==> config.mk <==
export PLATFORM = sky130hd
export DESIGN_NAME = rs232out_fifo
export DESIGN_NICKNAME = d
export VERILOG_FILES = /design/src/rtl/rs232out_fifo.sv
export SDC_FILE = /design/constraint.sdc
export NUM_CORES = 1
export LEC_CHECK = 0
export BUFFER_PORTS_ARGS = -buffer_cell sky130_fd_sc_hd__buf_4
export CAP_MARGIN = 25
export CORE_MARGIN = 5
export CORE_UTILIZATION = 51
export CTS_CLUSTER_DIAMETER = 120
export DETAILED_ROUTE_END_ITERATION = 10
export HOLD_SLACK_MARGIN = 0.03
export PLACE_DENSITY = 0.68
export REMOVE_ABC_BUFFERS = 1
export SLEW_MARGIN = 20
export SYNTH_ARGS = -nofsm -noshare
export SYNTH_HDL_FRONTEND = slang
export SYNTH_SLANG_ARGS = --single-unit
==> constraint.sdc <==
create_clock -name clock -period 3.92 [get_ports clock]
set_input_delay 0.98 -clock clock [delete_from_list [all_inputs] [get_ports clock]]
set_output_delay 0.98 -clock clock [all_outputs]
set_load 0.01 [all_outputs]
==> src/rtl/rs232out_fifo.sv <==
// Transmit FIFO feeding rs232out over its we/busy handshake, one hand-off per character.
// Optional feature: define RS232OUT_FIFO_CRLF_EN to expand each LF into a CR/LF pair.
module rs232out_fifo #(
    parameter int DEPTH_LOG2 = 4
) (
    input  logic                  clock,
    input  logic                  reset_n,
    input  logic [7:0]            wr_data,
    input  logic                  wr_valid,
    output logic                  wr_full,
    output logic [DEPTH_LOG2:0]   level,
    output logic                  overflow,
    output logic [7:0]            tx_data,
    output logic                  tx_we,
    input  logic                  tx_busy
);

    localparam int                  DEPTH      = 2 ** DEPTH_LOG2;
    localparam logic [DEPTH_LOG2:0] FULL_LEVEL = (DEPTH_LOG2 + 1)'(DEPTH);

    typedef enum logic [1:0] {
        IDLE,
        HOLD,
        WAIT
    } state_t;

    state_t              state, state_next;
    logic [7:0]          mem [DEPTH];
    logic [DEPTH_LOG2:0] wr_ptr, rd_ptr;
    logic [DEPTH_LOG2:0] wr_ptr_next, rd_ptr_next, level_next;
    logic [7:0]          head, launch_data;
    logic                push, pop, launch;

`ifdef RS232OUT_FIFO_CRLF_EN
    logic cr_pending, cr_set, cr_clr;
`endif

    assign head = mem[rd_ptr[DEPTH_LOG2-1:0]];

    // wr_full is registered, so a pop in this same cycle cannot make room for a write.
    assign push        = wr_valid & ~wr_full;
    assign wr_ptr_next = wr_ptr + {{DEPTH_LOG2{1'b0}}, push};
    assign rd_ptr_next = rd_ptr + {{DEPTH_LOG2{1'b0}}, pop};
    assign level_next  = wr_ptr_next - rd_ptr_next;

    // NOTE: every signal gets a default before the case so no path leaves one unassigned (latch).
    always_comb begin
        state_next  = state;
        launch      = 1'b0;
        pop         = 1'b0;
        launch_data = head;
`ifdef RS232OUT_FIFO_CRLF_EN
        cr_set      = 1'b0;
        cr_clr      = 1'b0;
`endif
        case (state)
            IDLE: begin
                if (level != '0 && !tx_busy) begin
                    launch     = 1'b1;
                    state_next = HOLD;
`ifdef RS232OUT_FIFO_CRLF_EN
                    if (head == 8'h0A && !cr_pending) begin
                        launch_data = 8'h0D;
                        cr_set      = 1'b1;
                    end else begin
                        pop    = 1'b1;
                        cr_clr = cr_pending;
                    end
`else
                    pop = 1'b1;
`endif
                end
            end
            // rs232out raises busy only the cycle after it samples we, so busy is not trusted here.
            HOLD:    state_next = WAIT;
            WAIT:    if (!tx_busy) state_next = IDLE;
            default: state_next = IDLE;
        endcase
    end

    // NOTE: sequential state uses non-blocking assignments so all flops update from pre-edge values.
    always_ff @(posedge clock or negedge reset_n) begin
        if (!reset_n) begin
            state    <= IDLE;
            wr_ptr   <= '0;
            rd_ptr   <= '0;
            level    <= '0;
            wr_full  <= 1'b0;
            overflow <= 1'b0;
            tx_we    <= 1'b0;
            tx_data  <= 8'h00;
        end else begin
            state   <= state_next;
            wr_ptr  <= wr_ptr_next;
            rd_ptr  <= rd_ptr_next;
            level   <= level_next;
            wr_full <= (level_next == FULL_LEVEL);
            tx_we   <= launch;
            if (launch) tx_data <= launch_data;
            if (wr_valid && wr_full) overflow <= 1'b1;
        end
    end

`ifdef RS232OUT_FIFO_CRLF_EN
    always_ff @(posedge clock or negedge reset_n) begin
        if (!reset_n)    cr_pending <= 1'b0;
        else if (cr_set) cr_pending <= 1'b1;
        else if (cr_clr) cr_pending <= 1'b0;
    end
`endif

    // NOTE: the storage array has no reset; pointers alone decide which entries are valid.
    always_ff @(posedge clock) begin
        if (push) mem[wr_ptr[DEPTH_LOG2-1:0]] <= wr_data;
    end

endmodule

==> impl_metrics.json <==
{
  "drive_gt1_share_pct": 26.1,
  "routabilityCongestion": 0.739,
  "synth_seq_area_share_pct": 73.6,
  "routedWlPerCell_um": 23.3,
  "rsz0062_at_grt": "no",
  "synth-edff-count": 128,
  "netlist-cell-type-count": 32,
  "antenna_left": 0,
  "yosysWarnings": 0,
  "power.total_mw": 5.69,
  "post_cts_buffers": 0,
  "grt_pass1_vias": 3144,
  "end_kind": "register",
  "die_h_um": 120,
  "grt-ovfl-total": 0,
  "fin_tns_setup_ns": 0,
  "area_delta_synth_final_pct": 16.0,
  "ctsHoldBuffers": 0,
  "dieArea_um2": 14400,
  "firstDrtPassIters": 4,
  "drv_slew": 0,
  "dpl.hpwl_um": 7360,
  "ir_drop_uv": 387,
  "regToRegSetupSlack_ns": 0.61,
  "netlist_area_um2": 6180,
  "grt_util_all_layers_pct": 17.8,
  "maxCapViolations": 0,
  "n_antenna_cell": 0,
  "min_to": "overflow",
  "crit_arrival_ns": 3.61,
  "ys_top_cells_by_area": "edfxtp_1 (62%), dfrtp_1 (11%), mux4_1 (8.1%)",
  "holdPathStages": 1,
  "ys_async_sr_fraction_pct": 17.9,
  "hold_violations": 0,
  "fmax_mhz": 302,
  "drt_iter0_drc": 212,
  "htreeDepth": 4,
  "synth_top_area_share_pct": 62.2,
  "grt_use_met2_pct": 28.9,
  "vias": 3033,
  "skew_ns": 0.00957,
  "layout_commonest_cell": "edfxtp_1",
  "yosys_most_used_dff": "edfxtp_1",
  "vias_per_cell": 5.94,
  "remaining_drc_errors": 0,
  "status": "finished, final reports clean",
  "setup_viol_count_final": 0,
  "cp-start-kind": "register",
  "crit_path_max_fanout": 4,
  "final_cell_mix": "edfxtp_1 (128), buf_4 (38), dfrtp_1 (27)",
  "met3_usage_pct": 4.24,
  "fin_area_um2": 7170,
  "routed_wl_um": 11900,
  "slew_headroom_pct": 36.3,
  "synth_area_per_cell_um2": 20.1,
  "cts.sinks": 156,
  "nFillCells": 858,
  "crit_type": "register to register",
  "leakagePower_nw": 2.56,
  "insertion_delay_ns": 0.42,
  "dp.cells": 479,
  "antenna_found_initial": 0,
  "io_buffers": 27,
  "dieWidth_um": 120,
  "cts_buffers": 17,
  "cts_tree": "done",
  "ios": 28,
  "start_util_pct": 51.6,
  "core_um2": 12000,
  "r2r-end": "wr_full",
  "grtUsageMet1_pct": 23.3,
  "instances_no_fill": 511,
  "synth_top_area_cell": "edfxtp_1",
  "grt_pass1_wl_um": 18400,
  "clockBufferDepth": 2,
  "worst_slew_pin_slew_ns": 0.952,
  "min_period_ns": 3.31,
  "pwr_density_cell_nw_per_um2": 794,
  "cts_resized": 0,
  "grt-busiest-layer": "met2",
  "reg2regPathDepth": 10,
  "grt_max_degree": 35,
  "cts_root_buf": "clkbuf_16",
  "worstPathRequired_ns": 4.22,
  "synthCells": 307,
  "place_area_um2": 6540,
  "cts.reportedPaths.clkPinSlew_ns": 0.06,
  "ys_ff_latch": 156,
  "std_cell_rows": 40,
  "hold_class": "register to register",
  "final_nets": 372,
  "min-delay-start": "overflow",
  "reg2reg_from": "level[2]",
  "post-route-period-util_pct": 84.5
}
-- state kept, by name, indices dropped and copies added, names as in the netlist --
name / cells
level: 5
mem: 128
overflow: 1
rd_ptr: 5
state: 2
tx_data: 8
tx_we: 1
wr_full: 1
wr_ptr: 5
-- metrics by stage --
stage	setup WS, ns	hold WS [ns]	utilization, %
2_1_floorplan	0.548	0.478	-
6_report	0.606	0.459	59.9
3_5_place_dp	0.528	0.449	54.7
5_1_grt	0.359	0.482	59.9
4_1_cts	0.563	0.464	59.9
3_3_place_gp	0.675	0.441	54.7
-- where the power goes --
| group | total, mW | internal, mW | switching [mW] |
|---|---|---|---|
| sequential | 2.26 | 2.09 | 0.174 |
| combinational | 1.72 | 0.818 | 0.902 |
| clock | 1.71 | 0.977 | 0.729 |
-- cell type report --
cell class                      count  area, µm²  share of cell area [%]
Clock inverter                     15        198                    2.76
Sequential cell                   156       4550                    63.4
Inverter                           12       45.0                   0.629
Clock buffer                       17        425                    5.94
Tap cell                          147        184                    2.57
Multi-Input combinational cell    126       1480                    20.7
Timing Repair Buffer               38        285                    3.98
-- cells in the mapped netlist, types with 3 or more instances --
cell type	n
nor2_1	12
a21oi_1	9
nor3_1	4
dfrtp_1	28
nand2b_1	3
mux2_2	8
ha_1	8
inv_1	12
buf_2	4
edfxtp_1	128
o22ai_1	16
mux4_2	13
xor2_1	3
buf_6	5
mux4_1	19
nand2_1	3
xnor2_1	7
nand3_1	6
-- routing by layer --
layer	up-vias	routed length, µm
li1	1343	-
met5	-	0
met2	99	5940
met3	27	630
met4	0	296
met1	1564	5030
-- worst max path at each step --
stage	cells after the start	from	endpoint	slack, ns
after floorplan	9	tx_busy	wr_full	0.55
after detailed placement	10	wr_valid	wr_full	0.53
final	10	level[2]	wr_full	0.61
after global routing	10	level[2]	wr_full	0.36
after CTS	10	level[2]	wr_full	0.56
after global placement	10	wr_valid	wr_full	0.68
-- cell families after synthesis --
| kind of cell | Yosys count | share of synthesized area [%] |
|---|---|---|
| flops | 156 | 73.6 |
| fa+ha+maj | 9 | 1.94 |
| mux | 40 | 14.3 |
| compound gates | 31 | 3.40 |
| xor+xnor | 10 | 1.42 |
| simple gates | 36 | 2.96 |
| buf+inv | 25 | 2.41 |
-- critical path, cell delays in order, from the launching register on --
cell and delay [ns]:
dfrtp_1 0.38, nor4_1 0.63, a2111oi_4 0.17, ha_1 0.25
ha_1 0.22, xnor2_1 0.22, ha_1 0.31, nor2b_1 0.15
a221oi_1 0.36, xnor2_1 0.16, nor4b_1 0.36
No activity file was read; power rests on OpenSTA's default activity.
